**src/rtl/chroma_key_pkg.sv**
```systemverilog
// Shared definitions for the chroma-key controller: calibration state
// encoding, datapath widths and the threshold clamp helper.
package chroma_key_pkg;

   typedef enum logic [1:0] {
      IDLE,
      WAIT_SOF,
      ACCUM,
      APPLY
   } calib_state_e;

   localparam int EXCESS_W   = 10;
   localparam int ACC_W      = 23;
   localparam int THRESH_MIN = 0;
   localparam int THRESH_MAX = 255;

   // Saturate a wide signed value into the legal threshold range.
   function automatic logic signed [EXCESS_W-1:0] clamp_thresh(
      input logic signed [ACC_W-1:0] value
   );
      logic signed [EXCESS_W-1:0] result;
      if (value < $signed(ACC_W'(THRESH_MIN))) begin
         result = EXCESS_W'(THRESH_MIN);
      end else if (value > $signed(ACC_W'(THRESH_MAX))) begin
         result = EXCESS_W'(THRESH_MAX);
      end else begin
         result = value[EXCESS_W-1:0];
      end
      return result;
   endfunction

endpackage

```
**src/rtl/green_excess_stage.sv**
```systemverilog
// First pixel-pipeline stage: registers the green excess e = g - r - b
// together with the pixel qualifier and coordinates so that they stay
// aligned with each other.
module green_excess_stage
   import chroma_key_pkg::*;
(
   input  logic                       clk_in,
   input  logic                       rst_in,
   input  logic                       valid_in,
   input  logic [7:0]                 r_in,
   input  logic [7:0]                 g_in,
   input  logic [7:0]                 b_in,
   input  logic [10:0]                hcount_in,
   input  logic [9:0]                 vcount_in,
   output logic signed [EXCESS_W-1:0] excess_out,
   output logic                       valid_out,
   output logic [10:0]                hcount_out,
   output logic [9:0]                 vcount_out
);

   logic signed [EXCESS_W-1:0] excess_d, excess_q;
   logic                       valid_d, valid_q;
   logic [10:0]                hcount_d, hcount_q;
   logic [9:0]                 vcount_d, vcount_q;

   // Zero-extended components keep the signed difference exact over -510..255.
   always_comb begin
      excess_d = $signed({{(EXCESS_W-8){1'b0}}, g_in})
               - $signed({{(EXCESS_W-8){1'b0}}, r_in})
               - $signed({{(EXCESS_W-8){1'b0}}, b_in});
      valid_d  = valid_in;
      hcount_d = hcount_in;
      vcount_d = vcount_in;
   end

   // Stage register; invalid pixels flow through exactly like valid ones.
   always_ff @(posedge clk_in) begin
      if (rst_in) begin
         excess_q <= '0;
         valid_q  <= 1'b0;
         hcount_q <= '0;
         vcount_q <= '0;
      end else begin
         excess_q <= excess_d;
         valid_q  <= valid_d;
         hcount_q <= hcount_d;
         vcount_q <= vcount_d;
      end
   end

   assign excess_out = excess_q;
   assign valid_out  = valid_q;
   assign hcount_out = hcount_q;
   assign vcount_out = vcount_q;

endmodule

```
**src/rtl/chroma_key_ctrl.sv**
```systemverilog
// Chroma-key controller: two-stage green-excess mask pipeline plus a
// calibration sequencer that averages the green excess over a fixed
// background window of one frame and derives a new key threshold.
// Optional build macro CHROMA_KEY_STATS_EN adds a per-frame count of keyed
// pixels measured at the pipeline output.
module chroma_key_ctrl
   import chroma_key_pkg::*;
#(
   parameter int WIN_H0         = 576,
   parameter int WIN_V0         = 296,
   parameter int WIN_LOG2       = 6,
   parameter int MARGIN         = 16,
   parameter int DEFAULT_THRESH = 64
) (
   input  logic                       clk_in,
   input  logic                       rst_in,
   input  logic                       valid_in,
   input  logic [7:0]                 r_in,
   input  logic [7:0]                 g_in,
   input  logic [7:0]                 b_in,
   input  logic [10:0]                hcount_in,
   input  logic [9:0]                 vcount_in,
   input  logic                       calib_start_in,
   output logic                       mask_out,
   output logic                       valid_out,
   output logic [10:0]                hcount_out,
   output logic [9:0]                 vcount_out,
   output logic signed [EXCESS_W-1:0] threshold_out,
   output logic                       busy_out,
   output logic                       calib_done_out,
   output logic                       calib_fail_out
`ifdef CHROMA_KEY_STATS_EN
   ,
   output logic [20:0]                keyed_count_out,
   output logic                       keyed_count_valid_out
`endif
);

   localparam int WIN_SIZE   = 1 << WIN_LOG2;
   localparam int WIN_PIXELS = 1 << (2 * WIN_LOG2);
   localparam int CNT_W      = 2 * WIN_LOG2 + 1;

   localparam logic [11:0] H_LO = 12'(WIN_H0);
   localparam logic [11:0] H_HI = 12'(WIN_H0 + WIN_SIZE);
   localparam logic [10:0] V_LO = 11'(WIN_V0);
   localparam logic [10:0] V_HI = 11'(WIN_V0 + WIN_SIZE);

   // Stage 1 outputs
   logic signed [EXCESS_W-1:0] s1_excess;
   logic                       s1_valid;
   logic [10:0]                s1_hcount;
   logic [9:0]                 s1_vcount;

   // Stage 2 registers
   logic        mask_d, mask_q;
   logic        valid2_d, valid2_q;
   logic [10:0] hcount2_d, hcount2_q;
   logic [9:0]  vcount2_d, vcount2_q;

   // Calibration sequencer
   calib_state_e               state_d, state_q;
   logic signed [ACC_W-1:0]    acc_d, acc_q;
   logic [CNT_W-1:0]           cnt_d, cnt_q;
   logic signed [EXCESS_W-1:0] thresh_d, thresh_q;
   logic                       done_d, done_q;
   logic                       fail_d, fail_q;

   logic                       s1_sof;
   logic                       s1_in_window;
   logic signed [ACC_W-1:0]    acc_sum;
   logic [CNT_W-1:0]           cnt_inc;
   logic signed [ACC_W-1:0]    acc_mean;
   logic signed [EXCESS_W-1:0] thresh_new;

   green_excess_stage u_stage1 (
      .clk_in     (clk_in),
      .rst_in     (rst_in),
      .valid_in   (valid_in),
      .r_in       (r_in),
      .g_in       (g_in),
      .b_in       (b_in),
      .hcount_in  (hcount_in),
      .vcount_in  (vcount_in),
      .excess_out (s1_excess),
      .valid_out  (s1_valid),
      .hcount_out (s1_hcount),
      .vcount_out (s1_vcount)
   );

   // Stage 2 compare against whatever threshold is current on this cycle.
   always_comb begin
      mask_d    = (s1_excess > thresh_q) ? 1'b0 : 1'b1;
      valid2_d  = s1_valid;
      hcount2_d = s1_hcount;
      vcount2_d = s1_vcount;
   end

   // Stage 2 register; the mask rests at "keep" out of reset.
   always_ff @(posedge clk_in) begin
      if (rst_in) begin
         mask_q    <= 1'b1;
         valid2_q  <= 1'b0;
         hcount2_q <= '0;
         vcount2_q <= '0;
      end else begin
         mask_q    <= mask_d;
         valid2_q  <= valid2_d;
         hcount2_q <= hcount2_d;
         vcount2_q <= vcount2_d;
      end
   end

   // Window membership, frame start and the derived threshold candidate.
   always_comb begin
      s1_sof       = s1_valid && (s1_hcount == 11'd0) && (s1_vcount == 10'd0);
      s1_in_window = s1_valid
                  && ({1'b0, s1_hcount} >= H_LO) && ({1'b0, s1_hcount} < H_HI)
                  && ({1'b0, s1_vcount} >= V_LO) && ({1'b0, s1_vcount} < V_HI);
      acc_sum      = acc_q + $signed({{(ACC_W-EXCESS_W){s1_excess[EXCESS_W-1]}}, s1_excess});
      cnt_inc      = cnt_q + CNT_W'(1);
      acc_mean     = acc_q >>> (2 * WIN_LOG2);
      thresh_new   = clamp_thresh(acc_mean - $signed(ACC_W'(MARGIN)));
   end

   // Calibration next-state logic; a start request always restarts the run.
   always_comb begin
      state_d  = state_q;
      acc_d    = acc_q;
      cnt_d    = cnt_q;
      thresh_d = thresh_q;
      done_d   = 1'b0;
      fail_d   = 1'b0;
      if (calib_start_in) begin
         state_d = WAIT_SOF;
         acc_d   = '0;
         cnt_d   = '0;
      end else begin
         case (state_q)
            IDLE: begin
               state_d = IDLE;
            end
            WAIT_SOF: begin
               if (s1_sof) begin
                  state_d = ACCUM;
                  if (s1_in_window) begin
                     acc_d = acc_sum;
                     cnt_d = cnt_inc;
                     if (cnt_inc == CNT_W'(WIN_PIXELS)) begin
                        state_d = APPLY;
                     end
                  end
               end
            end
            ACCUM: begin
               if (s1_sof) begin
                  state_d = IDLE;
                  acc_d   = '0;
                  cnt_d   = '0;
                  fail_d  = 1'b1;
               end else if (s1_in_window) begin
                  acc_d = acc_sum;
                  cnt_d = cnt_inc;
                  if (cnt_inc == CNT_W'(WIN_PIXELS)) begin
                     state_d = APPLY;
                  end
               end
            end
            APPLY: begin
               thresh_d = thresh_new;
               acc_d    = '0;
               cnt_d    = '0;
               done_d   = 1'b1;
               state_d  = IDLE;
            end
            default: begin
               state_d = IDLE;
               acc_d   = '0;
               cnt_d   = '0;
            end
         endcase
      end
   end

   // Sequencer state, accumulator and threshold registers.
   always_ff @(posedge clk_in) begin
      if (rst_in) begin
         state_q  <= IDLE;
         acc_q    <= '0;
         cnt_q    <= '0;
         thresh_q <= EXCESS_W'(DEFAULT_THRESH);
         done_q   <= 1'b0;
         fail_q   <= 1'b0;
      end else begin
         state_q  <= state_d;
         acc_q    <= acc_d;
         cnt_q    <= cnt_d;
         thresh_q <= thresh_d;
         done_q   <= done_d;
         fail_q   <= fail_d;
      end
   end

   assign mask_out       = mask_q;
   assign valid_out      = valid2_q;
   assign hcount_out     = hcount2_q;
   assign vcount_out     = vcount2_q;
   assign threshold_out  = thresh_q;
   assign busy_out       = (state_q != IDLE);
   assign calib_done_out = done_q;
   assign calib_fail_out = fail_q;

`ifdef CHROMA_KEY_STATS_EN
   logic [20:0] kcnt_d, kcnt_q;
   logic [20:0] kout_d, kout_q;
   logic        kvalid_d, kvalid_q;
   logic        out_keyed;
   logic        out_sof;

   // Count keyed output pixels; a start-of-frame publishes and restarts the count.
   always_comb begin
      out_keyed = valid2_q && !mask_q;
      out_sof   = valid2_q && (hcount2_q == 11'd0) && (vcount2_q == 10'd0);
      kcnt_d    = kcnt_q + 21'(out_keyed);
      kout_d    = kout_q;
      kvalid_d  = 1'b0;
      if (out_sof) begin
         kout_d   = kcnt_q;
         kvalid_d = 1'b1;
         kcnt_d   = 21'(out_keyed);
      end
   end

   // Statistics registers.
   always_ff @(posedge clk_in) begin
      if (rst_in) begin
         kcnt_q   <= '0;
         kout_q   <= '0;
         kvalid_q <= 1'b0;
      end else begin
         kcnt_q   <= kcnt_d;
         kout_q   <= kout_d;
         kvalid_q <= kvalid_d;
      end
   end

   assign keyed_count_out       = kout_q;
   assign keyed_count_valid_out = kvalid_q;
`endif

endmodule

```
**config.mk**
```make
export PLATFORM = sky130hd
export DESIGN_NAME = chroma_key_ctrl
export DESIGN_NICKNAME = d
export VERILOG_FILES = /design/src/rtl/chroma_key_pkg.sv /design/src/rtl/green_excess_stage.sv /design/src/rtl/chroma_key_ctrl.sv
export SDC_FILE = /design/constraint.sdc
export NUM_CORES = 1
export LEC_CHECK = 0
export BUFFER_PORTS_ARGS = -buffer_cell sky130_fd_sc_hd__buf_2
export CAP_MARGIN = 30
export CORE_MARGIN = 2
export CORE_UTILIZATION = 54
export CTS_CLUSTER_SIZE = 28
export DETAILED_ROUTE_END_ITERATION = 10
export HOLD_SLACK_MARGIN = 0.12
export PLACE_DENSITY = 0.76
export SLEW_MARGIN = 10
export SYNTH_ARGS = -nofsm -noshare
export SYNTH_HDL_FRONTEND = slang
export SYNTH_SLANG_ARGS = --single-unit
```
**constraint.sdc**
```tcl
create_clock -name clk_in -period 3.7 [get_ports clk_in]
set_clock_uncertainty 0.2 [all_clocks]
set_input_delay 0.555 -clock clk_in [delete_from_list [all_inputs] [get_ports clk_in]]
set_output_delay 0.555 -clock clk_in [all_outputs]
set_load 0.01 [all_outputs]
```
==> impl_metrics.ini <==
[global_routing]
antenna_found_initial = 0
gr-usage-all-layers_pct = 22.74
grt_overflow_total = 0
grt_pass1_wl_um = 21230
grt_pass1_vias = 4810
grt_max_degree = 68

[timing]
fin_crit_sh_pct = 81.33
max_freq_mhz = 332.3
tightest_slew_ps = 965.7
rsz0062_at_grt = false
setup_viol = 0
relSlewSlack_pct = 35.12
hold_ws_ps = 157.7
finalHoldViolCount = 0
period_needed_ps = 3009
finalSetupTns_ps = 0
drv_slew = 0

[critical_path]
worstPathMaxFanout = 5
start_kind = primary input
cp_num_buf_inv = 1
cpPeakStageDelay_ps = 410
r2r_start = u_stage1.excess_out[0]$_SDFF_PP0_
crit_required_ps = 3750
crit_cells = 13
cp.arrival_ps = 3060
crit_family = compound AO/OA/AOI/OAI gates
worstSetupEndpointType = flip-flop
reg2reg_slack_ps = 850
critPathSlowestCell = fa_1
crit_end = u_stage1.excess_out[8]$_SDFF_PP0_
reg2reg_depth = 8
startpoint = r_in[0]
critPathKind = primary input to flip-flop
timing.rr.end = acc_q[22]$_SDFFE_PP0P_
crit_path_cell_trace = buf_2 -> ha_1 -> fa_1 -> nor2b_1 -> o21ai_0 -> a21boi_0 -> o21ai_0 -> nor2b_1 -> xnor2_1 -> ha_1 -> o41ai_1 -> xor2_1 -> nor2_1

[synthesis]
async_flop_share_pct = 0
synth_fa_ha_area_share_pct = 12.10
synth-seq-area-share_pct = 36.44
synth-simple-area-share_pct = 22.34
synth.area.mux_share_pct = 0.7158
synth_top_family_by_area = simple AND/OR/NAND/NOR gates
syn_area_per_cell_um2 = 8.482
synthTopCellsByArea = dfxtp_1 36%, ha_1 11%, nor2b_1 5.9%
synth-edff-count = 0
synth-seq-cells = 105
synth-xor-area-share_pct = 5.922
syn_nets = 783
yosys_warnings = 0
synth.distinct_cells = 63
synth_top_area_share_pct = 36.44
yosys-top-cells-count = 105 x dfxtp_1, 63 x nand2_1, 61 x nor2_1, 54 x nor2b_1
synth-main-ff-cell = dfxtp_1
netlist_instances = 680
synth_area_um2 = 5768
synth_most_common_cell = dfxtp_1
synth_area_leader_cell = dfxtp_1
synth_compound_area_share_pct = 18.09

[clock_network]
postCtsSetupBuffers = 0
htreeDepth = 3
hold_buffers = 0
cts-root-buf = clkbuf_8
cts_buffers = 9
worstSkewPairLatency_ps = 390
cts.clk_slew.worst_paths_ps = 120
cts_sinks = 105
cts-resized-gates = 0
cts_tree = done
cts_buffer_depth = 2

[drt]
ant_nets = 0
vias_per_cell = 5.531
post-route-drc-count = 0
finalWirelength_um = 12580
vias = 4978
wire_per_inst_um = 13.98
drtIter0Drc = 250
drt-pass1-iter-count = 5

[cells_and_area]
area_growth_pct = 13.17
layoutNonFillerInstCount = 900
drive_gt1_share_pct = 15.71
fin_util_pct = 62.95
layout.nets = 862
stdcell_area_um2 = 6528
fillers = 905
antennaDiodeCount = 0

[floorplanning]
ioPinCount = 85
initial_core_util_pct = 55.62
die_y_um = 107.4
dieWidth_um = 107.4
core_area_um2 = 10370
rows = 37
dieArea_um2 = 11520

[placed_design]
post_dp_cell_area_um2 = 6305
place_hpwl_um = 9491
routabilityCongestion = 0.8865
dp_cells = 884
portBuffers = 84

[power]
power_density_nw_per_um2 = 371.2
max-vdd-ir-drop_uv = 227.3
p_leak_nw = 2.842

[job]
max_cap_viol_count = 0

[status]
outcome = finished, final reports clean

[worst_hold_path]
hold_class = primary input to flip-flop
==> worst min path at each step <==
stage | from | endpoint | slack, ps | cells past startpoint
after floorplan | u_stage1.valid_out$_SDFF_PP0_ | valid_out$_SDFF_PP0_ | 230 | 1
after global placement | acc_q[11]$_SDFFE_PP0P_ | acc_q[11]$_SDFFE_PP0P_ | 240 | 2
after detailed placement | u_stage1.valid_out$_SDFF_PP0_ | valid_out$_SDFF_PP0_ | 250 | 1
after CTS | vcount_in[8] | u_stage1.vcount_out[8]$_SDFF_PP0_ | 150 | 2
after global routing | vcount_in[0] | u_stage1.vcount_out[0]$_SDFF_PP0_ | 150 | 2
final | hcount_in[10] | u_stage1.hcount_out[10]$_SDFF_PP0_ | 160 | 2
==> cells by family (layout without fill, tap and decap cells) <==
| group | after synthesis | count (layout) |
|---|---|---|
| flops | 105 | 105 |
| fa+ha+maj | 54 | 54 |
| mux | 4 | 4 |
| compound gates | 161 | 161 |
| buf+inv | 63 | 147 |
| xor+xnor | 39 | 39 |
| simple gates | 254 | 254 |
==> worst reg2reg max path: stages, from the launching register on <==
cell      delay, ps
dfxtp_1         360
ha_1            240
fa_1            430
a211oi_1        390
o21ai_0         140
or3b_4          280
a21oi_4          80
a311oi_2        290
mux2_1          340
==> placed cells by master, fill, tap and decap left out, drive strengths merged, types with 6 or more instances in the layout <==
master and instances:
xor2 20, nor2 61, nand3 14, o21ai 29, o211ai 9, inv 42, a31oi 9, o21a 7
clkbuf 9, nor3 17, and3 7, buf 90, nor4 7, ha 51, nor2b 54, clkinv 6
dfxtp 105, a21oi 53, a211oi 6, xnor2 19, nand2 64, nand4 7, o31ai 6, a21o 9
==> routing by layer <==
layer	vias to the layer above	wire length, um	global-route usage [%]
li1	2528	-	-
met1	2286	5374	26.86
met2	131	6354	40.64
met3	33	493	4.056
met4	0	357	9.158
met5	-	0	0
==> registers in the layout (all words and copies together) (netlist names) <==
name and flops:
vcount_out 10, threshold_out 10, calib_done_out 1, mask_out 1, hcount_out 11, u_stage1.excess_out 10
cnt_q 13, acc_q 23, valid_out 1, u_stage1.hcount_out 11, state_q 2, u_stage1.vcount_out 10
calib_fail_out 1, u_stage1.valid_out 1
==> power by group <==
group          switching [mW]  total [mW]  leakage, nW  internal, mW
Clock                   0.462       0.739        0.108         0.276
Sequential             0.0400        1.22        0.859          1.18
Combinational           0.253       0.465         1.87         0.211
==> stage by stage <==
step | total power [mW] | worst slack (ps)
finish | 2.423 | 690.7
global route | 2.554 | 442.9
CTS | 2.442 | 693.1
detailed placement | 1.706 | 285.9
global placement | 1.681 | 381.4
floorplan | 1.577 | 598.7
==> final cells by class <==
cell class / count / area (um2) / share of cell area [%]
Multi-Input combinational cell: 512 / 3413 / 52.29
Sequential cell: 105 / 2102 / 32.20
Timing Repair Buffer: 90 / 465.4 / 7.131
Tap cell: 136 / 170.2 / 2.607
Inverter: 41 / 153.9 / 2.358
Clock buffer: 9 / 123.9 / 1.898
Clock inverter: 7 / 98.84 / 1.514
(Power assumes the default switching activity.)
